### src/rtl/wb_stage.sv
// Writeback stage: round-robin merge of ALU results and load returns into one
// registered register-file write per cycle, plus the pending-load scoreboard.
module wb_stage #(
  parameter int DATA_W = 32,
  parameter int ADDR_W = 5,
  localparam int SIZE = 2 ** ADDR_W
) (
  input  logic              clk,
  input  logic              rst_n,
  input  logic              alu_valid,
  input  logic [ADDR_W-1:0] alu_rd,
  input  logic [DATA_W-1:0] alu_data,
  output logic              alu_ready,
  input  logic              ld_valid,
  input  logic [ADDR_W-1:0] ld_rd,
  input  logic [DATA_W-1:0] ld_data,
  output logic              ld_ready,
  input  logic              ld_issue,
  input  logic [ADDR_W-1:0] ld_issue_rd,
  output logic              rf_wr,
  output logic [ADDR_W-1:0] rf_addr_wr,
  output logic [DATA_W-1:0] rf_data_wr,
  output logic [SIZE-1:0]   busy,
  output logic              ld_issue_err
);

  typedef enum logic {
    GRANT_ALU = 1'b0,
    GRANT_LD  = 1'b1
  } grant_e;

  grant_e            last_grant_q;
  logic              rf_wr_q, rf_wr_d;
  logic [ADDR_W-1:0] rf_addr_q, rf_addr_d;
  logic [DATA_W-1:0] rf_data_q, rf_data_d;
  logic [SIZE-1:0]   busy_q, busy_d;
  logic              err_q, err_d;
  logic              tie;
  logic              ld_accept_same_rd;

  // The winner of a tie is whichever source lost the previous tie.
  assign tie       = alu_valid && ld_valid;
  assign alu_ready = alu_valid && (!ld_valid || (last_grant_q == GRANT_LD));
  assign ld_ready  = ld_valid && (!alu_valid || (last_grant_q == GRANT_ALU));

  always_comb begin
    rf_wr_d   = 1'b0;
    rf_addr_d = rf_addr_q;
    rf_data_d = rf_data_q;
    if (alu_ready) begin
      rf_wr_d   = (alu_rd != '0);
      rf_addr_d = alu_rd;
      rf_data_d = alu_data;
    end else if (ld_ready) begin
      rf_wr_d   = (ld_rd != '0);
      rf_addr_d = ld_rd;
      rf_data_d = ld_data;
    end
  end

  // Set is applied after clear so a same-register issue and return leaves it pending.
  assign ld_accept_same_rd = ld_ready && (ld_rd == ld_issue_rd);

  always_comb begin
    busy_d = busy_q;
    if (ld_ready) begin
      busy_d[ld_rd] = 1'b0;
    end
    if (ld_issue && (ld_issue_rd != '0)) begin
      busy_d[ld_issue_rd] = 1'b1;
    end
    busy_d[0] = 1'b0;
  end

  assign err_d = ld_issue && (ld_issue_rd != '0) && busy_q[ld_issue_rd] && !ld_accept_same_rd;

  always_ff @(posedge clk or negedge rst_n) begin
    if (!rst_n) begin
      last_grant_q <= GRANT_LD;
      rf_wr_q      <= 1'b0;
      rf_addr_q    <= '0;
      rf_data_q    <= '0;
      busy_q       <= '0;
      err_q        <= 1'b0;
    end else begin
      if (tie) begin
        last_grant_q <= alu_ready ? GRANT_ALU : GRANT_LD;
      end
      rf_wr_q   <= rf_wr_d;
      rf_addr_q <= rf_addr_d;
      rf_data_q <= rf_data_d;
      busy_q    <= busy_d;
      err_q     <= err_d;
    end
  end

  assign rf_wr        = rf_wr_q;
  assign rf_addr_wr   = rf_addr_q;
  assign rf_data_wr   = rf_data_q;
  assign busy         = busy_q;
  assign ld_issue_err = err_q;

endmodule

### config.mk
export PLATFORM = sky130hd
export DESIGN_NAME = wb_stage
export DESIGN_NICKNAME = d
export VERILOG_FILES = /design/src/rtl/wb_stage.sv
export SDC_FILE = /design/constraint.sdc
export NUM_CORES = 1
export LEC_CHECK = 0
export ABC_CLOCK_PERIOD_IN_PS = 1400
export BUFFER_PORTS_ARGS = -buffer_cell sky130_fd_sc_hd__buf_2
export CAP_MARGIN = 20
export CORE_MARGIN = 3
export CORE_UTILIZATION = 43
export CTS_BUF_LIST = sky130_fd_sc_hd__clkbuf_16
export DETAILED_ROUTE_END_ITERATION = 8
export PLACE_DENSITY = 0.77
export RECOVER_POWER = 100
export SYNTH_ARGS = -nofsm -noshare
export SYNTH_HDL_FRONTEND = slang
export SYNTH_SLANG_ARGS = --single-unit
### constraint.sdc
create_clock -name clk -period 1.4 [get_ports clk]
set_input_delay 0.07 -clock clk [delete_from_list [all_inputs] [get_ports clk]]
set_output_delay 0.07 -clock clk [all_outputs]
set_load 0.05 [all_outputs]
==> Word-level counts from Yosys, hierarchy flattened <==
Index checks and enable logic that the tools add are counted.
{ "totals": {"rom_bits": 0, "ramBits": 0, "mem_count": 0, "word_cells": 48, "in_bits": 84, "latch_bits": 0, "output_inout_bits": 73, "reg_bits": 71} }
{ "op_classes": {"order_cmp": 4, "eq_ne": 1, "add_sub_neg": 0, "n_reduce_logical": 18, "bitwise": 4, "shifts": 0, "n_div": 0, "muxes": 15, "multipliers": 0} }
{ "op_table": {"columns": ["op", "count"], "rows": [
  ["2-to-1 mux 32 bit", 4],
  ["AND 32 bit", 1],
  ["inverter 32 bit", 1],
  ["bitwise OR 32 bit", 1],
  ["nonzero test 5 bit", 3],
  ["< comparator 5 x 6 -> 1 bit (second input constant)", 2],
  ["demux 1 bit (select 5 bit)", 2],
  ["greater-or-equal comparator 5 x 1 -> 1 bit (second input constant)", 2],
  ["2-to-1 mux 5 bit", 2],
  ["logical AND 1 bit", 9],
  ["2-to-1 mux 1 bit", 6],
  ["binary-select mux 1 bit (select 5 bit)", 1],
  ["== test 5 bit", 1],
  ["logical NOT 1 bit", 3],
  ["logical OR 1 bit", 2],
  ["nonzero test 2 bit", 1],
  ["inverter 1 bit", 1]
]} }

==> Logic depth before layout (Yosys ltp) <==
Gate-level depths: netlist of the first run.
{ "depth": {"word_depth": 9, "mapped_depth": 8, "mapped_depth_nobuf": 6} }

==> Worst setup path before layout of the first run <==
Ideal clock, no wire load.
{ "synth_timing": {"kind": "register to register", "startpoint": "reg busy_q[10], in the netlist busy[10]", "endpoint": "reg err_q, in the netlist ld_issue_err", "setup_time_ns": 0.124, "synth_period_minus_slack_ns": 1.625, "required_ns": 1.276, "arrival_time_ns": 1.501, "n_path_buf": 0, "stages_incl_launch_ff": 5, "setup_slack_ns": -0.225, "path_cell_list": "dfrtp_1 mux4_1 clkinv_1 o22ai_1 o31a_1"} }
{ "synth_via": {"elab_chain_cells": 4} }
{ "synth_rtl": {"columns": ["item", "line", "source"], "rows": [
  ["start, declared", "36", "logic [SIZE-1:0] busy_q, busy_d;"],
  ["start signal, assigned", "92", "busy_q <= busy_d;"],
  ["binary-select mux 1 bit (select 5 bit)", "75", "assign err_d = ld_issue && (ld_issue_rd != '0) && busy_q[ld_issue_rd] && !ld_accept_same_rd;"],
  ["2-to-1 mux 1 bit (not written as such)", "75", null],
  ["logical AND 1 bit (2 in a row)", "75", null],
  ["named net err_d", "37", "logic err_q, err_d;"],
  ["end signal, assigned", "93", "err_q <= err_d;"],
  ["end, declared", "37", null]
]} }
The timed path passes the listed nets, and every way through them passes these cells. The select of a mux whose other input is x is not followed.
A chain may end at the register's enable or synchronous reset.

==> Worst setup path in the final report of the first run <==
{ "layout_timing": {"startpoint": "reg last_grant_q", "endpoint": "reg rf_data_q[11], in the netlist rf_data_wr[11]"} }
{ "layout_via": {"elab_chain_cells": 4, "word_cells_on_any_way": 7, "classes_between": "1 x mux; 1 x bitwise; 5 x reduce/logical"} }
{ "layout_rtl": {"columns": ["item", "line", "source"], "rows": [
  ["start, declared", "32", "grant_e last_grant_q;"],
  ["start signal, assigned", "87", "last_grant_q <= alu_ready ? GRANT_ALU : GRANT_LD;"],
  ["inverter 1 bit", "44", "assign ld_ready = ld_valid && (!alu_valid || (last_grant_q == GRANT_ALU));"],
  ["logical OR 1 bit", "44", null],
  ["logical AND 1 bit", "44", null],
  ["nonzero test 2 bit (no source line)", null, null],
  ["end signal, assigned", "91", "rf_data_q <= rf_data_d;"],
  ["end, declared", "35", "logic [DATA_W-1:0] rf_data_q, rf_data_d;"]
]} }
Parallel ways exist; a longest one is shown, timed or not.

==> metrics.md, run 1 <==
| Metric | Value |
|---|---|
| CP Buf/Inv Count | 4 |
| Area Overhead vs Synth | 60.30% |
| Async SR Flop Fraction | 1.000 |
| Critical-path cell list | buf_6 -> o21ai_4 -> buf_12 -> buf_6 -> clkbuf_16 -> a31oi_1 |
| R2R Path End | rf_data_wr[11]$_DFFE_PN0P_ |
| Total Power | roughly 11,000 uW |
| #FFs+latches synth | approximately 70 |
| Post-detail-place hpwl | between 8000 and 9000 um |
| Final WS setup | -129.3 ps |
| Power per cell area | just under 2000 nW/um2 |
| Grt met2 use | 0.4215 |
| Post-synth top area cell | dfrtp_1 |
| Clk_skew | approximately 5.3 ps |
| Final setup viols | 37 |
| Post-Syn Area | approximately 3500 um2 |
| Actual slew at the worst max-slew pin | between 600 and 700 ps |
| Number of nets with antenna violations after routing | 0 |
| Clk slew on worst S/H paths | 60 ps |
| Crit path top cell by count | buf_6 |
| DRC | 0 |
| Syn Inst Count | around 390 |
| Crit share post-route | 1.092 |
| Worst-Skew Late Latency | 330 ps |
| Minimum clock period | roughly 1500 ps |
| TNS Setup | -1227 ps |
| Fillers | about 550 |
| Initial Util | 0.4475 |
| Critical path class | reg2reg |
| First-pass GRT wire length | 18,690 um |
| RePlAce Congestion | approximately 0.9 |
| WP data required | approximately 1600 ps |
| Main flop type after synthesis | dfrtp_1 |
| Yosys top cell area share | 0.5040 |
| Synthesized net count | ~470 |
| Avg Cell Area, Syn | around 9.0 um2 |
| R2r setup slk | -130 ps |
| Worst slew margin | 0.6008 |
| Root buffer cell | clkbuf_16 |
| Initial antenna violation count | 0 |
| Crit. Startpoint | last_grant_q$_DFFE_PN1P_ |
| Crit end category | flop |
| Critical path startpoint category | flop |
| Drt first pass iters | 5 |
| Worst-path fanout max | 9 |
| TritonCTS clock tree | yes |
| Die area | ~9000 um2 |
| Vias in the first global route | 3,708 |
| Io pins | 157 |
| Die Span Y | ~96 um |
| Area contributors post-synth | dfrtp_1, o21ai_0, nand2_1, a31oi_1, nor2_1 |
| Die width | about 96 um |
| Number of synthesized flops with an enable pin | 0 |
| Grt ovf | 0 |
| Crit-path slowest cell | dfstp_2 |
| Gr busiest metal | met2 |
| Std cell rows | 32 |
| Num Clock Sinks | 71 |
| Lkg Pwr | 0.002591 uW |
| Netlist cell types | 39 |
| Area of the core | between 7000 and 8000 um2 |
| Final Hold Fails | 0 |
| Critical path depth | 6 |
| # diodes | 0 |
| Fraction of layout cells with a size suffix above 1 | 0.4676 |
| Synth warn | 0 |
| Total CTS buffers | 9 |
| Sequential area share after synthesis | 0.5115 |
| Clk buf depth | 2 |
| Non-Filler Instances | 703 |
| Most frequent cells after synthesis | nand2_1, dfrtp_1, o21ai_0, nor2_1, a31oi_1 |
| F_max | 653.9 MHz |
| Worst R2R Path Depth | 6 |
| H-tree depth | 3 |
| Largest net degree at the start of global routing | 31 |
| Critical path's largest stage delay | ~570 ps |
| Placed insts | ~650 |
| Worst path arrival time | approximately 1800 ps |
| Per-cell routed wire length | approximately 20 um |
| GR Layer Usage met3 | 0.05942 |
| Vias post-DR | roughly 4,100 |
| First DRT Iteration DRCs | 386 |
| Gr usage total | 0.2667 |
| RSZ-0062 raised after global routing | true |
| VDD IR max | ~1.0 mV |
| Worst Hold Class | in2reg |
| Failing checks | setup timing |
| Delay-heaviest family, CP | buffers and inverters |
| IO buf count | approximately 160 |
| Nets | 680 |
| CP endpoint | rf_data_wr[11]$_DFFE_PN0P_ |
| Vias per Instance | just under 6 |
| Count leader, synth | nand2_1 |
| Max-Cap Viols | 0 |
| Pins Over Slew Limit | 0 |
| Status | finished, violations left |
| WL final | 14,080 um |
| RR Startpoint | last_grant_q$_DFFE_PN1P_ |
| Global Route met1 Usage | 0.3613 |
[cell type report]
type | count | area, um2 | share of cell area
clock buffer | 9 | 225.2 | 0.04042
multi-input combinational | 278 | 1714 | 0.3077
clock inverter | 7 | 111.4 | 0.01999
sequential | 71 | 1798 | 0.3227
timing repair buffer | 229 | 1562 | 0.2803
inverter | 7 | 33.78 | 0.006063
tap | 102 | 127.6 | 0.02291
[sequential cells by signal, indices dropped and copies added, names as in the netlist]
signal / flops
busy: 31
rf_wr: 1
ld_issue_err: 1
rf_data_wr: 32
rf_addr_wr: 5
last_grant_q: 1
[cell usage in the layout, fill, tap and decap left out, types with 3 or more instances in the layout]
master,synthesis,final
xnor2_1,3,3
inv_1,6,4
buf_12,0,4
o21ai_1,1,28
nor2_2,0,4
o21ai_0,61,28
a31oi_2,0,5
nand3b_1,8,8
or3b_2,4,4
dfrtp_2,0,16
nand2b_1,3,3
nand2_1,79,76
mux4_2,2,4
buf_6,1,9
o22ai_1,6,5
dfrtp_1,70,54
nor3_1,3,3
dlygate4sd3_1,0,23
o21ai_2,0,5
nand3_1,3,3
buf_2,9,152
buf_4,5,32
a31oi_1,35,28
mux2i_1,9,9
nor2_4,0,9
nor2_1,39,26
clkbuf_16,0,12
xor2_1,3,3
bufinv_16,0,3
[worst min-delay path by stage]
stage / startpoint / to / slack (ps) / cells after the start
after floorplan: rst_n / busy[10]$_DFF_PN0_ / -230 / 0
after global placement: rst_n / rf_data_wr[31]$_DFFE_PN0P_ / 70 / 1
after detailed placement: rst_n / rf_data_wr[1]$_DFFE_PN0P_ / 80 / 1
after CTS: ld_data[27] / rf_data_wr[27]$_DFFE_PN0P_ / 0.6 / 3
after global routing: alu_data[27] / rf_data_wr[27]$_DFFE_PN0P_ / 7 / 3
final: ld_data[8] / rf_data_wr[8]$_DFFE_PN0P_ / 1 / 3
[cell families after synthesis]
group,share of synthesized area
mux,0.05400
flops,0.5115
simple gates,0.1875
other cells,0.001079
buf+inv,0.05003
xor+xnor,0.01512
compound gates,0.1807
[tightest hold or removal path, delay by kind of cell]
kind / cells / cell delay (ps)
simple gates: 1 / 50
buf+inv: 1 / 90
compound gates: 1 / 80
[repair_timing]
action / 4_1_cts / 5_1_grt
pin swaps: 3 / 5
gates cloned: 1 / 3
hold buffers: 23 / 0
buffers inserted: 12 / 0
setup endpoints to repair: 52 / 70
endpoints found under the hold margin: 37 / 0
resized for setup: 35 / 65
[power by group]
part | internal [uW] | switching, uW
Sequential | 2690 | 386
Combinational | 1610 | 3680
Clock | 1730 | 885
Total | 6030 | 4950
[layer usage]
metal	share of wire	wire (um)	up-vias
li1	-	-	1771
met1	0.37	5221	1959
met2	0.50	7059	293
met3	0.084	1181	63
met4	0.043	612	0
met5	0	0	-
[stage by stage]
stage / hold WS (ps) / worst slack [ps] / utilization / area, um2
floorplan: -225.6 / -89.47 / - / 3495
global placement: 69.01 / -37.86 / 0.5891 / 4576
detailed placement: 82.64 / -97.02 / 0.5891 / 4576
CTS: 0.6000 / -34.88 / 0.6859 / 5328
global route: 6.716 / -172.3 / 0.7173 / 5572
finish: 1.223 / -129.3 / 0.7173 / 5572
(Power assumes the default switching activity.)
==> run 2, diff against run 1 <==
REMOVE_ABC_BUFFERS = 1   (was not set)
==> metrics.md, run 2 (same netlist as run 1, synthesis figures left out) <==
| Metric | Value |
|---|---|
| TNS Setup | -139.0 ps |
| Max-Cap Viols | 0 |
| Crit path top cell by count | buf_12 |
| Crit end category | output pin |
| Initial Util | 0.4475 |
| Actual slew at the worst max-slew pin | roughly 970 ps |
| Area of the core | a little under 8000 um2 |
| Storage cell area | ~1800 um2 |
| Per-cell routed wire length | about 18 um |
| Area Overhead vs Synth | 52.59% |
| Vias in the first global route | roughly 3,800 |
| VDD IR max | between 1 and 1.5 mV |
| Nets | 670 |
| Worst-path fanout max | 6 |
| First-pass GRT wire length | 18,590 um |
| Worst Hold Class | in2reg |
| Lkg Pwr | about 0.0024 uW |
| Fin Hold WS | -1.374 ps |
| Most frequent cells in the layout | buf_2, dfrtp_1, nand2_1 |
| Power per cell area | between 1500 and 2000 nW/um2 |
| Io pins | around 160 |
| Hold Path Origin | ld_data[25] |
| Net Sw Power | 4790 uW |
| Std cell rows | 32 |
| Die width | roughly 96 um |
| Design Area, Final | between 5000 and 6000 um2 |
| Combinational power share | 0.490 |
| Delay-heaviest family, CP | flip-flops |
| Largest net degree at the start of global routing | between 70 and 80 |
| Num Clock Sinks | 71 |
| Grt ovf | 0 |
| Crit share post-route | 1.045 |
| Worst slew margin | 0.3559 |
| RSZ-0062 raised after global routing | true |
| Critical path's largest stage delay | about 560 ps |
| Most common cell after layout, fill and taps aside | buf_2 |
| F_max | 683.6 MHz |
| Die area | slightly above 9000 um2 |
| Crit-path slowest cell | dfstp_2 |
| RR Startpoint | last_grant_q$_DFFE_PN1P_ |
| Dpl cell area | 4528 um2 |
| Max reg flops | 32 |
| DRC | 0 |
| Final WS setup | -62.76 ps |
| Gr usage total | 0.2605 |
| Pre-CTS WS | -135.5 ps |
| CP Buf/Inv Count | 3 |
| Total CTS buffers | 9 |
| Status | finished, violations left |
| Post-detail-place hpwl | ~8000 um |
| Final setup viols | 4 |
| Root buffer cell | clkbuf_16 |
| Critical path startpoint category | flop |
| H-tree depth | 3 |
| Critical-path cell list | nand2_4 -> nand2_8 -> inv_8 -> buf_12 -> buf_12 |
| Worst path arrival time | between 1000 and 1500 ps |
| Internal power | approximately 5500 uW |
| Fraction of layout cells with a size suffix above 1 | 0.3638 |
| Pins Over Slew Limit | 0 |
| Clk buf depth | 2 |
| Crit. Startpoint | last_grant_q$_DFFE_PN1P_ |
| Final Hold Fails | 1 |
| # diodes | 0 |
| Flop pwr share | 0.301 |
| Vias per Instance | 5.670 |
| Clk pwr share | 0.209 |
| First DRT Iteration DRCs | 297 |
| Clk slew on worst S/H paths | ~50 ps |
| Critical path class | reg2out |
| Worst-Skew Late Latency | 320 ps |
| TritonCTS clock tree | yes |
| RePlAce Congestion | between 0.8 and 0.9 |
| WL final | between 10,000 and 15,000 um |
| Vias post-DR | 3,929 |
| Failing checks | hold timing, setup timing |
| Fillers | around 640 |
| Multi-input gate area | between 1500 and 2000 um2 |
| Drt first pass iters | 5 |
| Number of nets with antenna violations after routing | 0 |
| Minimum clock period | ~1500 ps |
| Initial antenna violation count | 0 |
| WP data required | 1330 ps |
| Switch share | 0.4670 |
| IO buf count | about 160 |
| Die Span Y | 95.91 um |
| Clk_skew | ~5.4 ps |
-- run 2: changes by cell type in the layout (fill, tap and decap cells not counted), moves of 5 or more --
cell / delta
dlygate4sd3_1: -5
dfrtp_1: +16
clkbuf_1: +40
nand2_2: +13
nand2_1: -15
nor2_1: +13
dfrtp_2: -16
nor2_4: -9
o21ai_1: -20
o21ai_0: +24
clkbuf_2: +28
buf_2: -68
-- run 2: layer usage --
metal  vias to the layer above  GRT usage  share of wire
met5                         -          0              0
met3                        14    0.06489           0.11
li1                       1756          -              -
met4                         0    0.08412          0.012
met2                       243     0.4343           0.50
met1                      1916     0.3323           0.39
-- run 2: final cells by class --
type / count / area share
tap: 102 / 0.02406
timing repair buffer: 219 / 0.2623
multi-input combinational: 278 / 0.3192
clock inverter: 7 / 0.01038
inverter: 7 / 0.006369
sequential: 71 / 0.3352
clock buffer: 9 / 0.04246
-- run 2: worst reg2reg max path, cell delays in order, from the launching register on --
cell and delay (ps):
dfstp_2 560, nand2_4 80, nand2_8 110, buf_6 100, nor4_2 30, a311oi_2 310
o31a_1 190
-- run 2: what timing repair did --
item	4_1_cts	5_1_grt
resized for setup	18	51
endpoints found under the hold margin	87	0
hold buffers	18	0
buffers inserted	9	1
gates cloned	1	3
endpoints found under the setup margin	53	57
pin swaps	4	26
-- run 2: final timing paths --
| path | endpoint | slack, ps | depth (start not counted) |
|---|---|---|---|
| max | ld_ready | -60 | 5 |
| min | rf_data_wr[25]$_DFFE_PN0P_ | -1 | 3 |
| max reg2reg | ld_issue_err$_DFF_PN0_ | -50 | 6 |
| min reg2reg | busy[25]$_DFF_PN0_ | 540 | 2 |
| max in group asynchronous | busy[16]$_DFF_PN0_ | 210 | 3 |
| min in group asynchronous | busy[17]$_DFF_PN0_ | 550 | 3 |
-- run 2: per-stage QoR --
stage / power [uW] / instances / util
finish: 10260 / 693 / 0.6828
global route: 10720 / 693 / 0.6828
CTS: 10020 / 689 / 0.6600
detailed placement: 7607 / 646 / 0.5830
global placement: 7498 / 646 / 0.5830
floorplan: 6093 / 356 / -
-- run 2: power groups by stage --
stage | combinational [uW] | sequential [uW] | clock (uW)
2_1_floorplan | 998 | 5100 | 0
3_3_place_gp | 4470 | 3020 | 0
3_5_place_dp | 4570 | 3040 | 0
4_1_cts | 4810 | 3030 | 2180
5_1_grt | 5300 | 3150 | 2270
6_report | 5020 | 3090 | 2140
